## src/rtl/alu_pipe_nbit.sv

```systemverilog
// Registered ALU with valid/ready handshakes on both sides.
// Single-cycle AND/OR/XOR/ADD/SLT; a WIDTH-cycle shift-add multiplier for MUL.
// The result and flags are held until the consumer takes them.

module alu_pipe_nbit #(
    parameter int unsigned WIDTH = 16
) (
    input  logic             clk,
    input  logic             reset,
    input  logic             in_valid,
    output logic             in_ready,
    input  logic [WIDTH-1:0] a,
    input  logic [WIDTH-1:0] b,
    input  logic             AInvert,
    input  logic             BNegate,
    input  logic [2:0]       Op,
    output logic             out_valid,
    input  logic             out_ready,
    output logic [WIDTH-1:0] result,
    output logic             CarryOut,
    output logic             Overflow,
    output logic             Zero,
    output logic             busy
);

    // Derived from WIDTH; not meant to be overridden.
    localparam int unsigned CNT_W = $clog2(WIDTH) + 1;

    localparam logic [2:0] OpAnd = 3'b000;
    localparam logic [2:0] OpOr  = 3'b001;
    localparam logic [2:0] OpAdd = 3'b010;
    localparam logic [2:0] OpSlt = 3'b011;
    localparam logic [2:0] OpMul = 3'b100;
    localparam logic [2:0] OpXor = 3'b101;

    typedef enum logic {
        StIdle,
        StMul
    } state_e;

    state_e state_q, state_d;

    // Multiplier datapath
    logic [CNT_W-1:0]   cnt_q, cnt_d;
    logic [2*WIDTH-1:0] mcand_q, mcand_d;
    logic [WIDTH-1:0]   mplier_q, mplier_d;
    logic [2*WIDTH-1:0] acc_q, acc_d;
    logic [2*WIDTH-1:0] acc_step;
    logic               mul_last;

    // Output registers
    logic             out_valid_q, out_valid_d;
    logic [WIDTH-1:0] result_q, result_d;
    logic             carry_q, carry_d;
    logic             ovf_q, ovf_d;
    logic             zero_q, zero_d;

    // Single-cycle ALU
    logic [WIDTH-1:0] a_op, b_op;
    logic [WIDTH:0]   add_sum;
    logic             add_cin_msb;
    logic             add_ovf;
    logic [WIDTH-1:0] sub_diff;
    logic             sub_ovf;
    logic             slt_bit;
    logic [WIDTH-1:0] alu_res;
    logic             alu_c;
    logic             alu_v;

    // Value to be loaded into the output registers this cycle
    logic             load;
    logic [WIDTH-1:0] load_res;
    logic             load_c;
    logic             load_v;

    logic accept;

    assign in_ready = (state_q == StIdle) && (!out_valid_q || out_ready);
    assign accept   = in_valid && in_ready;
    assign busy     = (state_q == StMul);

    assign out_valid = out_valid_q;
    assign result    = result_q;
    assign CarryOut  = carry_q;
    assign Overflow  = ovf_q;
    assign Zero      = zero_q;

    // Operand preparation and adder / comparator
    always_comb begin
        a_op = AInvert ? ~a : a;
        b_op = BNegate ? ~b : b;

        add_sum     = {1'b0, a_op} + {1'b0, b_op} + {{WIDTH{1'b0}}, BNegate};
        // Sum MSB = a ^ b ^ carry-in, so the carry into the MSB falls out directly.
        add_cin_msb = add_sum[WIDTH-1] ^ a_op[WIDTH-1] ^ b_op[WIDTH-1];
        add_ovf     = add_cin_msb ^ add_sum[WIDTH];

        // SLT ignores AInvert/BNegate and always evaluates a - b as signed.
        sub_diff = a - b;
        sub_ovf  = (a[WIDTH-1] ^ b[WIDTH-1]) & (sub_diff[WIDTH-1] ^ a[WIDTH-1]);
        slt_bit  = sub_diff[WIDTH-1] ^ sub_ovf;
    end

    // Single-cycle result select; MUL and reserved opcodes yield zeros here
    always_comb begin
        alu_res = '0;
        alu_c   = 1'b0;
        alu_v   = 1'b0;
        case (Op)
            OpAnd: alu_res = a_op & b_op;
            OpOr:  alu_res = a_op | b_op;
            OpXor: alu_res = a_op ^ b_op;
            OpAdd: begin
                alu_res = add_sum[WIDTH-1:0];
                alu_c   = add_sum[WIDTH];
                alu_v   = add_ovf;
            end
            OpSlt: alu_res = {{(WIDTH-1){1'b0}}, slt_bit};
            default: ;
        endcase
    end

    // One shift-add step of the multiplier
    always_comb begin
        acc_step = acc_q + (mplier_q[0] ? mcand_q : '0);
        mul_last = (cnt_q == CNT_W'(WIDTH - 1));
    end

    // Control FSM: next state, multiplier updates and output-load selection
    always_comb begin
        state_d  = state_q;
        cnt_d    = cnt_q;
        mcand_d  = mcand_q;
        mplier_d = mplier_q;
        acc_d    = acc_q;
        load     = 1'b0;
        load_res = alu_res;
        load_c   = alu_c;
        load_v   = alu_v;

        unique case (state_q)
            StIdle: begin
                if (accept) begin
                    if (Op == OpMul) begin
                        state_d  = StMul;
                        mcand_d  = {{WIDTH{1'b0}}, a};
                        mplier_d = b;
                        acc_d    = '0;
                        cnt_d    = '0;
                    end else begin
                        load = 1'b1;
                    end
                end
            end
            StMul: begin
                acc_d    = acc_step;
                mcand_d  = mcand_q << 1;
                mplier_d = mplier_q >> 1;
                cnt_d    = cnt_q + CNT_W'(1);
                // The final step's sum is the product; load it on the same edge.
                if (mul_last) begin
                    state_d  = StIdle;
                    load     = 1'b1;
                    load_res = acc_step[WIDTH-1:0];
                    load_c   = |acc_step[2*WIDTH-1:WIDTH];
                    load_v   = 1'b0;
                end
            end
            default: state_d = StIdle;
        endcase
    end

    // Output register next-state: load new result, or drop valid once consumed
    always_comb begin
        out_valid_d = out_valid_q;
        result_d    = result_q;
        carry_d     = carry_q;
        ovf_d       = ovf_q;
        zero_d      = zero_q;
        if (load) begin
            out_valid_d = 1'b1;
            result_d    = load_res;
            carry_d     = load_c;
            ovf_d       = load_v;
            zero_d      = ~|load_res;
        end else if (out_ready) begin
            out_valid_d = 1'b0;
        end
    end

    // FSM and multiplier state registers
    always_ff @(posedge clk or posedge reset) begin
        if (reset) begin
            state_q  <= StIdle;
            cnt_q    <= '0;
            mcand_q  <= '0;
            mplier_q <= '0;
            acc_q    <= '0;
        end else begin
            state_q  <= state_d;
            cnt_q    <= cnt_d;
            mcand_q  <= mcand_d;
            mplier_q <= mplier_d;
            acc_q    <= acc_d;
        end
    end

    // Output registers; Zero resets high to match the cleared result
    always_ff @(posedge clk or posedge reset) begin
        if (reset) begin
            out_valid_q <= 1'b0;
            result_q    <= '0;
            carry_q     <= 1'b0;
            ovf_q       <= 1'b0;
            zero_q      <= 1'b1;
        end else begin
            out_valid_q <= out_valid_d;
            result_q    <= result_d;
            carry_q     <= carry_d;
            ovf_q       <= ovf_d;
            zero_q      <= zero_d;
        end
    end

endmodule

```

## config.mk

```make
export PLATFORM = sky130hd
export DESIGN_NAME = alu_pipe_nbit
export DESIGN_NICKNAME = d
export VERILOG_FILES = /design/src/rtl/alu_pipe_nbit.sv
export SDC_FILE = /design/constraint.sdc
export NUM_CORES = 1
export LEC_CHECK = 0
export BUFFER_PORTS_ARGS = -buffer_cell sky130_fd_sc_hd__buf_2
export CAP_MARGIN = 20
export CORE_MARGIN = 2
export CORE_UTILIZATION = 35
export CTS_BUF_LIST = sky130_fd_sc_hd__clkbuf_16
export CTS_CLUSTER_DIAMETER = 120
export CTS_CLUSTER_SIZE = 28
export DETAILED_ROUTE_END_ITERATION = 8
export PLACE_DENSITY_LB_ADDON = 0.25
export REMOVE_ABC_BUFFERS = 1
export SLEW_MARGIN = 20
export SYNTH_ARGS = -nofsm -noshare
export SYNTH_HDL_FRONTEND = slang
export SYNTH_SLANG_ARGS = --single-unit
```

## constraint.sdc

```tcl
create_clock -name clk -period 9.6 [get_ports clk]
set_input_delay 1.92 -clock clk [delete_from_list [all_inputs] [get_ports clk]]
set_output_delay 1.92 -clock clk [all_outputs]
set_load 0.1 [all_outputs]
```

==> out/qor.txt, run 1 <==
Cell with the most instances after synthesis -> sky130_fd_sc_hd__nand2_1
Chip width -> 162 um
Outcome -> completed
Maximum number of pins on one net before global-route repair -> 71
Number of inserted diodes -> 0
Fraction of layout instances using a drive strength above 1 -> 10.1%
Summed area of non-filler cells in the final layout -> 0.00958 mm2
Area growth from synthesis to layout -> 9.64%
Least setup slack across all paths after layout -> 4530 ps
Kind of critical path -> input port to flip-flop
Buffers added on ports -> 62
Share of flip-flops with an asynchronous set or reset -> 100%
Synthesized instance count -> 1,086
Hold violation total from the final report -> 0
Most common library cells after synthesis -> 180 x sky130_fd_sc_hd__nand2_1, 105 x sky130_fd_sc_hd__dfrtp_1, 80 x sky130_fd_sc_hd__o21ai_0
Library cells used by synthesis -> 77
Antenna violations before repair -> 0
Most instantiated flip-flop cell in the synthesis netlist -> sky130_fd_sc_hd__dfrtp_1
Sum of internal, switching and leakage power -> 2780 uW
Flip-flop and latch count after synthesis -> 106
Die Outline Area -> 0.0262 mm2
Mean area per synthesized cell -> 8.04 um2
Relative slew slack -> 37.5%
Kind of end point of the critical path -> flip-flop
Number of clock sinks seen by CTS -> 106
TNS Setup -> 0 ps
Number of resized instances in the post-cts repair step -> 0
Number of synthesized flops with an enable pin -> 0
Final setup viols -> 0
Worst hold path cell count -> 2
Routability cong. -> 0.864
Global route overflow -> 0
Core region area -> 0.0244 mm2
Wire length of the first global-routing pass -> 41.0 mm
Count of vias placed by the detailed router -> 7,690
Total CTS buffers -> 9
Remaining number of nets flagged by the antenna check after routing -> 0
Vias in the first global route -> 7,592
Post-synthesis instance area -> 0.00873 mm2
Synth warn -> 0
Worst setup SP type -> input port
Maximum Capacitance Violations -> 0
Largest cells by area after synthesis -> sky130_fd_sc_hd__dfrtp_1 30%, sky130_fd_sc_hd__ha_1 11%, sky130_fd_sc_hd__nand2_1 7.7%
Leakage power -> 0.00455 uW
Largest fanout on the critical path -> 16
Site Rows -> 57
Required time at the worst-slack endpoint -> 9860 ps
Maximum clock rate -> 197 MHz
Worst Setup Slack post-DPL -> 4160 ps
Delay of the slowest cell on the worst path -> 640 ps
Quantity of hold-fixing buffers added after cts -> 0
Height of the chip -> 162 um
Latest clock arrival within the worst-skew pair -> 360 ps
Leading area contributor after synthesis -> sky130_fd_sc_hd__dfrtp_1
Remaining DRCs -> 0
Worst setup skew after layout -> 13.6 ps
Actual transition at the worst max-transition pin -> 938 ps
Cell-by-cell trace of the critical path -> buf_2 -> xor2_2 -> inv_1 -> a21oi_1 -> fa_1 -> nand3_1 -> a21boi_0 -> o31ai_1 -> o21ai_0 -> xnor2_1 -> nor2_1 -> nor4b_1 -> nand4_1 -> o41ai_2
Post-DP HPWL -> 18.4 mm
DRT iter0 DRCs -> 499
Final Net Count -> 1,231
Critical path data arrival time -> 5330 ps
Final Cycle Share -> 52.8%
TritonCTS clock tree -> built
Number of buffers inserted by post-CTS setup repair -> 0
Global-route total usage across every layer -> 19.6%
Type of the worst min-delay path -> flip-flop to flip-flop
Maximum buffer depth of the clock tree -> 2
# H-tree levels -> 3
Sequential fraction of the synthesis area -> 30.4%
Average wire per cell in the routed design -> 17.5 um
Vias per cell -> 5.36
Proportion of netlist area held by the largest area contributor -> 30.1%
Final Slew Violations -> 0
Maximum resistive drop on vdd -> 0.215 mV
Drt pass-1 iters -> 5
Setup repair after global routing missed its margin -> false
Number of cells on the worst reg-to-reg path -> 13
Number of top-level pins -> 63
Max stage delay cell, worst path -> sky130_fd_sc_hd__o31ai_1
Worst-path clk slew -> 70 ps
Cell area reported after detailed placement -> 0.00929 mm2
Clock tree root buffer cell -> sky130_fd_sc_hd__clkbuf_16
Routed wire length -> 25.2 mm
Pwr/cell area -> 290 mW/mm2
Shortest period the worst path allows -> 5070 ps
Minimum hold slack -> 487 ps
Starting density of the core -> 35.8%
## through the flow
| step | utilization [%] | cells |
|---|---|---|
| floorplan | - | 1027 |
| global placement | 38.1 | 1421 |
| detailed placement | 38.1 | 1421 |
| CTS | 39.3 | 1436 |
| global route | 39.3 | 1436 |
| finish | 39.3 | 1436 |
## kinds of logic (layout without fill, tap and decap cells)
logic type | Yosys count | count (layout) | share of synthesized area, %
fa+ha+maj | 82 | 82 | 12.0
buf+inv | 121 | 147 | 5.30
compound gates | 311 | 311 | 23.3
xor+xnor | 73 | 73 | 7.49
flops | 106 | 106 | 30.4
simple gates | 383 | 383 | 20.3
mux | 10 | 10 | 1.25
## flip-flops by register name, indices dropped and copies added (netlist names)
signal	count
acc_q	32
mcand_q	32
mplier_q	16
result	16
cnt_q	5
CarryOut	1
Overflow	1
Zero	1
busy	1
out_valid	1
## worst max-delay path, delay by kind of cell
family                   cells  cell delay [ps]
AO/OA/AOI/OAI                5             1440
XOR/XNOR                     2              370
adder cells (fa/ha/maj)      1              410
buffers and inverters        2              530
AND/OR/NAND/NOR              4              630
## power breakdown
group | switching, uW | total (uW) | internal [uW]
clock | 181 | 381 | 200
combinational | 1110 | 1610 | 503
sequential | 152 | 784 | 632
## layout by cell type, fill, tap and decap left out, drive strengths merged, types with 7 or more instances in the layout
cell	instances
nand2	180
and3	9
o22ai	21
a21oi	68
nor2	74
nand2b	9
dfrtp	105
a31oi	8
xnor2	24
nand4	10
buf	70
ha	79
nand3	18
o21ai	83
and2	38
clkbuf	9
a22oi	25
a21o	17
a211oi	17
o21bai	7
o211ai	9
inv	63
o21a	7
nor3	11
xor2	49
## final cells by class
type | instances | area, um2
well taps | 324 | 405
flip-flops and latches | 106 | 2660
inverters | 62 | 235
multi-input cells | 859 | 5630
repair buffers | 70 | 370
clock inverters | 6 | 57.6
clock buffers | 9 | 225
fillers | 2554 | 14800
## metal layers
layer | routed length (um) | GRT usage (%) | up-vias
li1 | - | - | 3844
met1 | 12000 | 26.3 | 3693
met2 | 12100 | 34.0 | 135
met3 | 831 | 2.94 | 18
met4 | 281 | 3.46 | 0
met5 | 0 | 0 | -
## worst paths after layout
check	start	endpoint	slack, ps
max	AInvert	Zero$_DFFE_PP1P_	4530
min	mplier_q[12]$_DFFE_PP0P_	mplier_q[12]$_DFFE_PP0P_	490
max reg2reg	mplier_q[0]$_DFFE_PP0P_	Zero$_DFFE_PP1P_	5650
min reg2reg	mplier_q[12]$_DFFE_PP0P_	mplier_q[12]$_DFFE_PP0P_	490
max in group asynchronous	reset	mcand_q[16]$_DFFE_PP0P_	6690
min in group asynchronous	reset	acc_q[25]$_DFFE_PP0P_	1590
No activity file was read; power rests on OpenSTA's default activity.
==> run 2, diff against run 1 <==
- clock period: 9.6 -> 4.85 ns (I/O delays scaled with it)
==> run 2 against run 1 <==
Effect of this change:
- cell area up 0.95%
- clock skew decreased by 4.0 ps
- sequential power up 100%
- wire length decreased by 1.2%
- flip-flop and latch count stayed put
- sequential share of layout area shrank 0.26 points
- core utilization up 0.37 points
- clock power rose by 120%
- combinational power grew 97%
- via count is 0.13% higher
- largest cell class unchanged
==> out/qor.txt, run 2 (same netlist as run 1, synthesis figures left out) <==
Site Rows -> 57
Clock tree root buffer cell -> sky130_fd_sc_hd__clkbuf_16
Post-DP HPWL -> 18.7 mm
Number of clock sinks seen by CTS -> 106
Area growth from synthesis to layout -> 10.7%
Die Outline Area -> 0.0262 mm2
Required time at the worst-slack endpoint -> 5110 ps
Number of top-level pins -> 63
Cell family contributing the most delay on the critical path -> compound AO/OA/AOI/OAI gates
Shortest period the worst path allows -> 4150 ps
TritonCTS clock tree -> built
Chip width -> 162 um
Sum of internal, switching and leakage power -> 5590 uW
Largest fanout on the critical path -> 3
# H-tree levels -> 3
Vias per cell -> 5.35
Antenna violations before repair -> 0
Total CTS buffers -> 9
Average wire per cell in the routed design -> 17.3 um
Final Net Count -> 1,235
Routability cong. -> 0.944
Starting density of the core -> 35.8%
Cell-by-cell trace of the critical path -> buf_2 -> inv_1 -> ha_1 -> a21o_1 -> a21o_1 -> a21o_1 -> a211oi_1 -> o21bai_1 -> a31oi_1 -> o21ai_0 -> a31oi_1 -> fa_1 -> nand2_1 -> o211a_1 -> o31ai_1 -> mux2i_1 -> nand4_1 -> nor3b_1 -> nand4_1 -> o41ai_2
Pwr/cell area -> 578 mW/mm2
Final Cycle Share -> 85.5%
Maximum number of pins on one net before global-route repair -> 64
Most used cells in the layout excluding fill and tap cells -> 180 x sky130_fd_sc_hd__nand2_1, 104 x sky130_fd_sc_hd__dfrtp_1, 80 x sky130_fd_sc_hd__o21ai_0
Type of the worst min-delay path -> flip-flop to flip-flop
Core occupancy in the finished layout -> 39.6%
Max stage delay cell, worst path -> sky130_fd_sc_hd__fa_1
Fraction of layout instances using a drive strength above 1 -> 10.5%
Number of inserted diodes -> 0
Kind of critical path -> input port to flip-flop
Most common cell after layout, fill and taps aside -> sky130_fd_sc_hd__nand2_1
Vias in the first global route -> 7,711
Remaining DRCs -> 0
Worst Setup Slack post-DPL -> 280 ps
Worst-path clk slew -> 70 ps
Quantity of hold-fixing buffers added after cts -> 0
Maximum buffer depth of the clock tree -> 2
Final Slew Violations -> 0
Count of vias placed by the detailed router -> 7,700
Core region area -> 0.0244 mm2
DRT iter0 DRCs -> 508
Worst path buffer plus inverter count -> 2
Most numerous cell on the critical path -> sky130_fd_sc_hd__a21o_1
Kind of end point of the critical path -> flip-flop
Setup repair after global routing missed its margin -> false
Height of the chip -> 162 um
Least setup slack across all paths after layout -> 704 ps
Latest clock arrival within the worst-skew pair -> 360 ps
Drt pass-1 iters -> 7
Routed wire length -> 24.9 mm
Global-route total usage across every layer -> 19.5%
TNS Setup -> 0 ps
Global route overflow -> 0
Outcome -> completed
Number of buffers inserted by post-CTS setup repair -> 0
Largest registers -> acc_q: 32 flops, mcand_q: 32 flops
Maximum resistive drop on vdd -> 0.450 mV
Critical path data arrival time -> 4410 ps
Delay of the slowest cell on the worst path -> 440 ps
Leakage power -> 0.00461 uW
Wire length of the first global-routing pass -> 41.1 mm
Minimum hold slack -> 489 ps
Maximum Capacitance Violations -> 0
Relative slew slack -> 40.9%
Worst setup skew after layout -> 9.58 ps
Remaining number of nets flagged by the antenna check after routing -> 0
Maximum clock rate -> 241 MHz
Hold violation total from the final report -> 0
Buffers added on ports -> 62
Actual transition at the worst max-transition pin -> 884 ps
Number of resized instances in the post-cts repair step -> 0
Worst setup SP type -> input port
Final setup viols -> 0
run 2: through the flow:
step	instances	instance area (um2)
after global routing	1440	9670
final	1440	9670
after global placement	1425	9340
after CTS	1440	9670
after detailed placement	1425	9340
after floorplan	1027	8500
run 2: worst paths after layout:
kind                                              start                       to  slack [ps]  depth (start not counted)
worst max-delay path                               b[1]         Zero$_DFFE_PP1P_         700                         20
worst min-delay path            mplier_q[8]$_DFFE_PP0P_  mplier_q[8]$_DFFE_PP0P_         490                          2
worst max register to register  mplier_q[0]$_DFFE_PP0P_         Zero$_DFFE_PP1P_         830                         12
worst min register to register  mplier_q[8]$_DFFE_PP0P_  mplier_q[8]$_DFFE_PP0P_         490                          2
max in group asynchronous                         reset         Zero$_DFFE_PP1P_        3350                          3
min in group asynchronous                         reset  mcand_q[25]$_DFFE_PP0P_         710                          2
run 2: worst register-to-register path, cell delays in order, from the launching register on:
cell,delay (ps)
sky130_fd_sc_hd__dfrtp_1,660
sky130_fd_sc_hd__and2_1,320
sky130_fd_sc_hd__ha_1,210
sky130_fd_sc_hd__fa_1,410
sky130_fd_sc_hd__a21oi_1,210
sky130_fd_sc_hd__o21ai_1,200
sky130_fd_sc_hd__a31oi_1,430
sky130_fd_sc_hd__o21ai_0,190
sky130_fd_sc_hd__xnor2_1,280
sky130_fd_sc_hd__o22ai_1,190
sky130_fd_sc_hd__nor4b_1,320
sky130_fd_sc_hd__nand4_1,150
sky130_fd_sc_hd__o41ai_2,350
run 2: layout make-up:
type                            instances  area [um2]
Inverter                               62         235
Clock inverter                          6         106
Fill cell                            2573       14700
Clock buffer                            9         225
Timing Repair Buffer                   74         413
Tap cell                              324         405
Sequential cell                       106        2660
Multi-Input combinational cell        859        5630
run 2: metal layers:
metal / vias to the layer above / GRT usage (%) / wire [um]
met5: - / 0 / 0
met4: 0 / 4.14 / 307
met3: 17 / 2.78 / 1050
met2: 125 / 33.2 / 11800
met1: 3700 / 26.4 / 11700
li1: 3858 / - / -
run 2: power breakdown:
part	leakage [uW]	internal (uW)	switching [uW]
clock	0.000165	501	346
sequential	0.00135	1250	319
combinational	0.00309	1000	2170
